### src/rtl/axi_wr_txn_arbiter.sv
`default_nettype none
// ============================================================================
// Module   : axi_wr_txn_arbiter
// Function : round-robin arbiter that shares the AXI master write-control port
//            among local requesters and tracks one outstanding transaction.
// Revision : 1.0 - initial release
// ============================================================================
module axi_wr_txn_arbiter #(
  parameter int NUM_REQ    = 4,
  parameter int ADDR_WIDTH = 32,
  parameter int DATA_WIDTH = 64,
  parameter int TIMEOUT    = 1024
) (
  input  logic                          AClk,
  input  logic                          ARst,
  input  logic [NUM_REQ-1:0]            req_valid,
  input  logic [NUM_REQ*ADDR_WIDTH-1:0] req_addr,
  input  logic [NUM_REQ*8-1:0]          req_len,
  input  logic [NUM_REQ*3-1:0]          req_size,
  input  logic [NUM_REQ*2-1:0]          req_burst,
  input  logic [NUM_REQ*DATA_WIDTH-1:0] req_wdata,
  input  logic [NUM_REQ*8-1:0]          req_wstrb,
  output logic [NUM_REQ-1:0]            req_ack,
  output logic [NUM_REQ-1:0]            req_done,
  output logic [1:0]                    req_bresp,
  output logic                          req_timeout,
  output logic [NUM_REQ-1:0]            gnt,
  output logic [3:0]                    TXN_ID_W_d,
  output logic [ADDR_WIDTH-1:0]         awaddr_d,
  output logic [7:0]                    awlen_d,
  output logic [2:0]                    awsize_d,
  output logic [1:0]                    awburst_d,
  output logic [1:0]                    awlock_d,
  output logic [1:0]                    awcache_d,
  output logic [2:0]                    awprot_d,
  output logic [DATA_WIDTH-1:0]         wdata_d,
  output logic [7:0]                    wstrb_d,
  output logic                          wr_trn_en,
  input  logic [3:0]                    bid_d,
  input  logic [1:0]                    bresp_d,
  input  logic                          wr_rsp_en_d
);

  localparam int IDX_W = 2;
  localparam int CNT_W = $clog2(TIMEOUT);
  localparam logic [CNT_W-1:0] c_cnt_last = CNT_W'(TIMEOUT - 1);

  localparam logic [1:0] c_ST_IDLE  = 2'd0;
  localparam logic [1:0] c_ST_ISSUE = 2'd1;
  localparam logic [1:0] c_ST_WAIT  = 2'd2;
  localparam logic [1:0] c_ST_DONE  = 2'd3;

  logic [1:0]       r_state;
  logic [1:0]       w_next_state;
  logic [IDX_W-1:0] r_rr_ptr;
  logic [1:0]       r_seq;
  logic [CNT_W-1:0] r_cnt;
  logic [IDX_W-1:0] w_cand;
  logic [IDX_W-1:0] w_sel_idx;
  logic             w_sel_valid;
  logic             w_rsp_match;
  logic             w_expired;

  assign awlock_d  = 2'b00;
  assign awcache_d = 2'b00;
  assign awprot_d  = 3'b000;

  assign w_rsp_match = wr_rsp_en_d && (bid_d == TXN_ID_W_d);
  assign w_expired   = (r_cnt == c_cnt_last);

  // Walk offsets from farthest to nearest so the nearest asserted index after rr_ptr wins.
  always_comb begin
    w_sel_valid = 1'b0;
    w_sel_idx   = '0;
    w_cand      = '0;
    for (int i = NUM_REQ; i >= 1; i--) begin
      w_cand = r_rr_ptr + IDX_W'(i);
      if (req_valid[w_cand]) begin
        w_sel_valid = 1'b1;
        w_sel_idx   = w_cand;
      end
    end
  end

  always_ff @(posedge AClk or posedge ARst) begin
    if (ARst) r_state <= c_ST_IDLE;
    else      r_state <= w_next_state;
  end

  always_comb begin
    w_next_state = r_state;
    case (r_state)
      c_ST_IDLE:  if (w_sel_valid) w_next_state = c_ST_ISSUE;
      c_ST_ISSUE: w_next_state = c_ST_WAIT;
      c_ST_WAIT:  if (w_rsp_match || w_expired) w_next_state = c_ST_DONE;
      c_ST_DONE:  w_next_state = c_ST_IDLE;
      default:    w_next_state = c_ST_IDLE;
    endcase
  end

  always_comb begin
    wr_trn_en = 1'b0;
    req_ack   = '0;
    req_done  = '0;
    case (r_state)
      c_ST_ISSUE: begin
        wr_trn_en = 1'b1;
        req_ack   = gnt;
      end
      c_ST_DONE: req_done = gnt;
      default:   ;
    endcase
  end

  always_ff @(posedge AClk or posedge ARst) begin
    if (ARst) begin
      r_rr_ptr    <= 2'd3;
      r_seq       <= 2'd0;
      r_cnt       <= '0;
      gnt         <= '0;
      TXN_ID_W_d  <= '0;
      awaddr_d    <= '0;
      awlen_d     <= '0;
      awsize_d    <= '0;
      awburst_d   <= '0;
      req_bresp   <= '0;
      req_timeout <= 1'b0;
    end else begin
      case (r_state)
        c_ST_IDLE: begin
          if (w_sel_valid) begin
            r_rr_ptr   <= w_sel_idx;
            gnt        <= NUM_REQ'(1) << w_sel_idx;
            TXN_ID_W_d <= {r_seq, w_sel_idx};
            awaddr_d   <= req_addr[w_sel_idx*ADDR_WIDTH +: ADDR_WIDTH];
            awlen_d    <= req_len[w_sel_idx*8 +: 8];
            awsize_d   <= req_size[w_sel_idx*3 +: 3];
            awburst_d  <= req_burst[w_sel_idx*2 +: 2];
          end
        end
        c_ST_ISSUE: r_cnt <= '0;
        c_ST_WAIT: begin
          // A matching response beats expiry in the same cycle.
          if (w_rsp_match) begin
            req_bresp   <= bresp_d;
            req_timeout <= 1'b0;
          end else if (w_expired) begin
            req_bresp   <= 2'b10;
            req_timeout <= 1'b1;
          end else begin
            r_cnt <= r_cnt + CNT_W'(1);
          end
        end
        c_ST_DONE: begin
          r_seq       <= r_seq + 2'd1;
          gnt         <= '0;
          req_timeout <= 1'b0;
        end
        default: ;
      endcase
    end
  end

  always_comb begin
    wdata_d = '0;
    wstrb_d = '0;
    for (int i = 0; i < NUM_REQ; i++) begin
      if (gnt[i]) begin
        wdata_d = req_wdata[i*DATA_WIDTH +: DATA_WIDTH];
        wstrb_d = req_wstrb[i*8 +: 8];
      end
    end
  end

endmodule
`default_nettype wire
### config.mk
export PLATFORM = sky130hd
export DESIGN_NAME = axi_wr_txn_arbiter
export DESIGN_NICKNAME = d
export VERILOG_FILES = /design/src/rtl/axi_wr_txn_arbiter.sv
export SDC_FILE = /design/constraint.sdc
export NUM_CORES = 1
export LEC_CHECK = 0
export ABC_AREA = 1
export CORE_AREA = 3 3 242 244
export DETAILED_ROUTE_END_ITERATION = 8
export DIE_AREA = 0 0 245 247
export SYNTH_ARGS = -nofsm -noshare
export SYNTH_HDL_FRONTEND = slang
export SYNTH_SLANG_ARGS = --single-unit
### constraint.sdc
create_clock -name AClk -period 7.6 [get_ports AClk]
set_input_delay 2.28 -clock AClk [delete_from_list [all_inputs] [get_ports AClk]]
set_output_delay 2.28 -clock AClk [all_outputs]
set_load 0.01 [all_outputs]
# Yosys cells after proc, flatten, opt, wreduce, memory -nomap -nowiden
# Cells that the tools add are included.
[op_classes] add_sub_neg=5 mux=40 magnitude_cmp=4 shifts=5 n_eq_ne=10 mul=1 reduce_logical=13
[ops] cell="$mux W64" n=4
[ops] cell="$shiftx A128 B8 Y32" n=1
[ops] cell="$mux W8" n=4
[ops] cell="$shiftx A32 B6 Y8" n=1
[ops] cell="$mux W10" n=2
[ops] cell="$pmux W10 S2" n=1
[ops] cell="$mux W2" n=8
[ops] cell="$lt A2 B3 Y1 const B" n=4
[ops] cell="$mux W4" n=3
[ops] cell="$shiftx A12 B5 Y3" n=1
[ops] cell="$mux W1" n=11
[ops] cell="$add A10 B1 Y10 const B" n=1
[ops] cell="$eq A10 B10 Y1 const B" n=1
[ops] cell="$reduce_and A2 Y1" n=5
[ops] cell="$bmux W1 S2" n=4
[ops] cell="$ne A2 B2 Y1 const B" n=4
[ops] cell="$pmux W2 S4" n=1
[ops] cell="$pmux W4 S2" n=1
[ops] cell="$reduce_bool A2 Y1" n=4
[ops] cell="$shiftx A8 B4 Y2" n=1
[ops] cell="$add A2 B1 Y2 const B" n=2
[ops] cell="$add A2 B2 Y2 const B" n=2
[ops] cell="$eq A2 B2 Y1 const B" n=2
[ops] cell="$eq A4 B4 Y1" n=1
[ops] cell="other kinds (9)" n=9
[word_totals] register_bits=72 word_cells=90 in_bits=481 out_inout_bits=144

# Depth between registers and ports, before layout
[logic_depth] ltp_word=9 ltp_mapped=17 ltp_nobuf=14

# Worst setup path after synthesis
# No wires, ideal clock.
[synth_path] kind="in2out" from="in req_wdata[127]" to="out wdata_d[63]" cell_stages=2 path_buffers=0 path_slack_ns=2.622 t_arrival_ns=2.698 required_time_ns=5.320 path_cell_list="a221oi_1 o31ai_1"
[synth_between] elab_chain_len=3
[synth_lines] element="from (decl)" line_no="21" source="input logic [NUM_REQ*DATA_WIDTH-1:0] req_wdata,"
[synth_lines] element="$mux W64 (3 in series)" line_no="168" source="if (gnt[i]) begin"
[synth_lines] element="to (decl)" line_no="36" source="output logic [DATA_WIDTH-1:0] wdata_d,"
# Every way passes these cells.

# Worst setup path after layout
[layout_path] from="in req_wdata[35]" to="out wdata_d[35]"
[layout_between] elab_chain_len=4
[layout_lines] element="$mux W64 (4 in series)" line_no="168"
# Every way passes these cells.

==> metrics.yaml <==
outcome: "complete, no violations"
synth-seq-cells: 72
fillCellCount: 6214
die_area_sq_mm: 0.0605
postCtsSetupBuffers: 0
num_rows: 87
clock_sink_count: 72
syn_area_per_cell_sq_um: 5.89
dpl-instance-area_sq_mm: 0.0142
sequential_cell_area_sq_mm: 0.00182
first_global_vias: 10983
grt_start_max_net_pins: 93
period_share_pct: 85.1
antenna_violating_nets_post_route: 0
totalNegativeSetupSlack_ns: 0
antenna_violations_before_repair: 25
simple_gate_share_of_the_synthesized_area_pct: 42.6
areaGrowthSynthToFinish_pct: 95.6
mappedNetlistArea_sq_mm: 0.00744
worst-path-max-fanout: 1
avgRoutedWirePerCell_um: 20.9
post_synthesis_async_set_or_reset_flop_share_pct: 100
finalWirelength_mm: 53.7
gr_usage_total_pct: 16.9
clk_latency_ns: 0.36
hold_path.class: "reg -> reg"
worstPathRequired_ns: 5.32
place.detailed.hpwl_mm: 43.4
ir_worst_vdd_mv: 0.419
finalInstanceArea_sq_mm: 0.0145
most_frequent_cell_on_the_critical_path: "clkdlybuf4s50_1"
timing.critical_path.from_type: "input pin"
type_of_destination_of_the_critical_path: "output port"
gp_routability_congestion: 0.938
timing.rr.end: "awlen_d[1]"
synth-compound-area-share_pct: 17.6
cp_top_family: "buffers and inverters"
post_route_cells_drive_above_1_share_pct: 3.09
synth_largest_type_area_fraction_pct: 23.9
count_of_flip_flops_with_a_built_in_enable_after_synthesis: 0
post_synth_inst_count: 1262
die_height_um: 247
unrepaired_setup_endpoints_after_global_routing: "no"
path_clk_slew_ns: 0.07
design.final.nets: 2293
clock-skew-final_ns: 0.0121
worstRegToRegCells: 13
max_clock_freq_ghz: 0.155
grt_overflow_total: 0
synth.area.mux_share_pct: 0
multiInputGateArea_sq_mm: 0.00466
post-synth-top-area-cell: "nand2_1"
rr_startpoint: "r_rr_ptr[0]"
number_of_clock_buffers_inserted_by_tritoncts: 9
placed_cells_incl_taps: 2551
synth-seq-area-share_pct: 24.3
setup.reg_to_reg.worst_slack_ns: 4.43
slew-limit-headroom_pct: 30.3
top_level_i_o_count: 625
ys.flop_type: "dfrtp_1"
slowest_stage: "clkdlybuf4s50_1"
worstSetupPathType: "in -> out"
floorplan.initialDensity_pct: 13.2
design.core.area_sq_mm: 0.0565
worst_pin_slew_ns: 1.05
finalMaxSlewViolations: 0
vias_per_std_cell: 4.30
number_of_buffers_added_to_fix_hold_violations_after_cts: 0
drtPass1Iterations: 5
first_pass_grt_wire_length_mm: 75.5
critPathBufInv: 3
cts-htree-levels: 3
synth_xor_xnor_area_share_pct: 0.942
min_period_ns: 6.47
stdcell_count: 2571
final_hold_viol_count: 0
hold_path.startpoint: "awaddr_d[18]"
power_density_mw_per_mm2: 381
synth_fa_ha_area_share_pct: 1.01
synth_top_family_by_area: "simple AND/OR/NAND/NOR gates"
die_x_extent_um: 245
hold_path_depth: 2
synth.distinct_cells: 33
first_iter_violations: 481
placement.io_buffers: 617
crit_path_cell_trace: "clkdlybuf4s50_1 -> a221oi_1 -> buf_4 -> o31ai_1 -> clkdlybuf4s50_1"
num_vias: 11051
drcViolationCount: 0
timing.critical_path.slowest_cell_delay_ns: 0.66
power.leakage_nw: 6.40
maxCapViolCount: 0
clock_tree.buffer_depth: 2
synth_commonest_cells: "nand2_1 (473), nand3_1 (188), inv_1 (129)"
cts_root_buf: "clkbuf_16"
setup_viol: 0
worst_ep_arrival_time_ns: 4.19
path_depth: 5
cts_resized: 0
yosysMostFrequentCell: "nand2_1"
tritoncts: "built"
min_delay_worst_endpoint: "awaddr_d[18]"
synth_top_cells_by_area: "nand2_1 (24%), dfrtp_1 (24%), nand3_1 (13%), a221oi_1 (8.5%), o31ai_1 (7.3%)"
yosys_warnings: 0
==> cell families after synthesis <==
kind of cell / count (synthesis)
buffers and inverters: 240
other: 1
xor gates and xnor gates: 8
DFF: 72
and+or+nand+nor: 766
AOI/OAI and AO/OA: 169
adders and majority gates: 6
==> metrics by stage <==
step                      utilization (%)  worst slack, ns  hold slack [ns]  power, W
final                                25.7             1.13            0.479   0.00555
after global routing                 25.7             1.06            0.500   0.00607
after CTS                            25.7             1.10            0.483   0.00570
after detailed placement             25.2             1.13            0.464   0.00521
after global placement               25.2             1.09            0.461   0.00519
after floorplan                         -             2.62            0.463   0.00313
==> routing by layer <==
metal,part of all wire [%],vias to the layer above,track usage (%)
met5,0.19,-,0
met4,3.8,16,6.43
met3,8.8,111,5.31
met2,50,545,30.8
met1,37,5131,18.3
li1,-,5248,-
==> registers in the layout, indices dropped and copies added, names as in the netlist <==
register	cells
req_timeout	1
awaddr_d	32
r_state	2
TXN_ID_W_d	4
r_cnt	10
r_seq	2
awburst_d	2
r_rr_ptr	2
gnt	4
awsize_d	3
awlen_d	8
req_bresp	2
==> power breakdown <==
part / leakage, nW / internal, W / total, W / switching, W
registers: 0.901 / 0.000564 / 0.000749 / 0.000185
clock network: 0.135 / 0.000228 / 0.000432 / 0.000204
logic: 5.37 / 0.00171 / 0.00437 / 0.00265
==> layout make-up <==
class	instances	area share, %
Tap cell	756	6.50
Inverter	133	3.46
Clock inverter	7	0.422
Sequential cell	72	12.5
Multi-Input combinational cell	956	32.1
Clock buffer	9	1.55
Timing Repair Buffer	634	43.4
Antenna cell	4	0.0688
==> cells in the final DEF, fill, tap and decap left out, types with 6 or more instances in the layout <==
cell type,instances
nand3_1,188
buf_4,16
o31ai_1,72
dfrtp_1,67
a221oi_1,72
conb_1,7
nor2_1,85
inv_1,127
clkbuf_16,9
ha_1,6
o21ai_0,16
nand2_1,472
nand2_2,6
clkdlybuf4s50_1,617
xor2_1,6
==> worst max-delay path by stage <==
| stage | end | start |
|---|---|---|
| floorplan | wdata_d[63] | req_wdata[127] |
| global placement | wdata_d[41] | req_wdata[41] |
| global route | wdata_d[35] | req_wdata[35] |
| CTS | wdata_d[41] | req_wdata[41] |
| detailed placement | wdata_d[41] | req_wdata[41] |
| finish | wdata_d[35] | req_wdata[35] |
==> worst register-to-register path, stage by stage, from the launching register on <==
cell	delay, ns
dfstp_2	0.67
nand2_1	0.08
o21ai_1	0.15
nand2_1	0.11
nand2_1	0.08
nand3_1	0.08
nand3_1	0.09
nand2_2	0.05
buf_4	0.27
inv_2	0.94
nand2_1	0.38
nand2_1	0.12
nand2_1	0.05
nand2_1	0.06
Note: power is estimated with default switching activity, not from simulation.
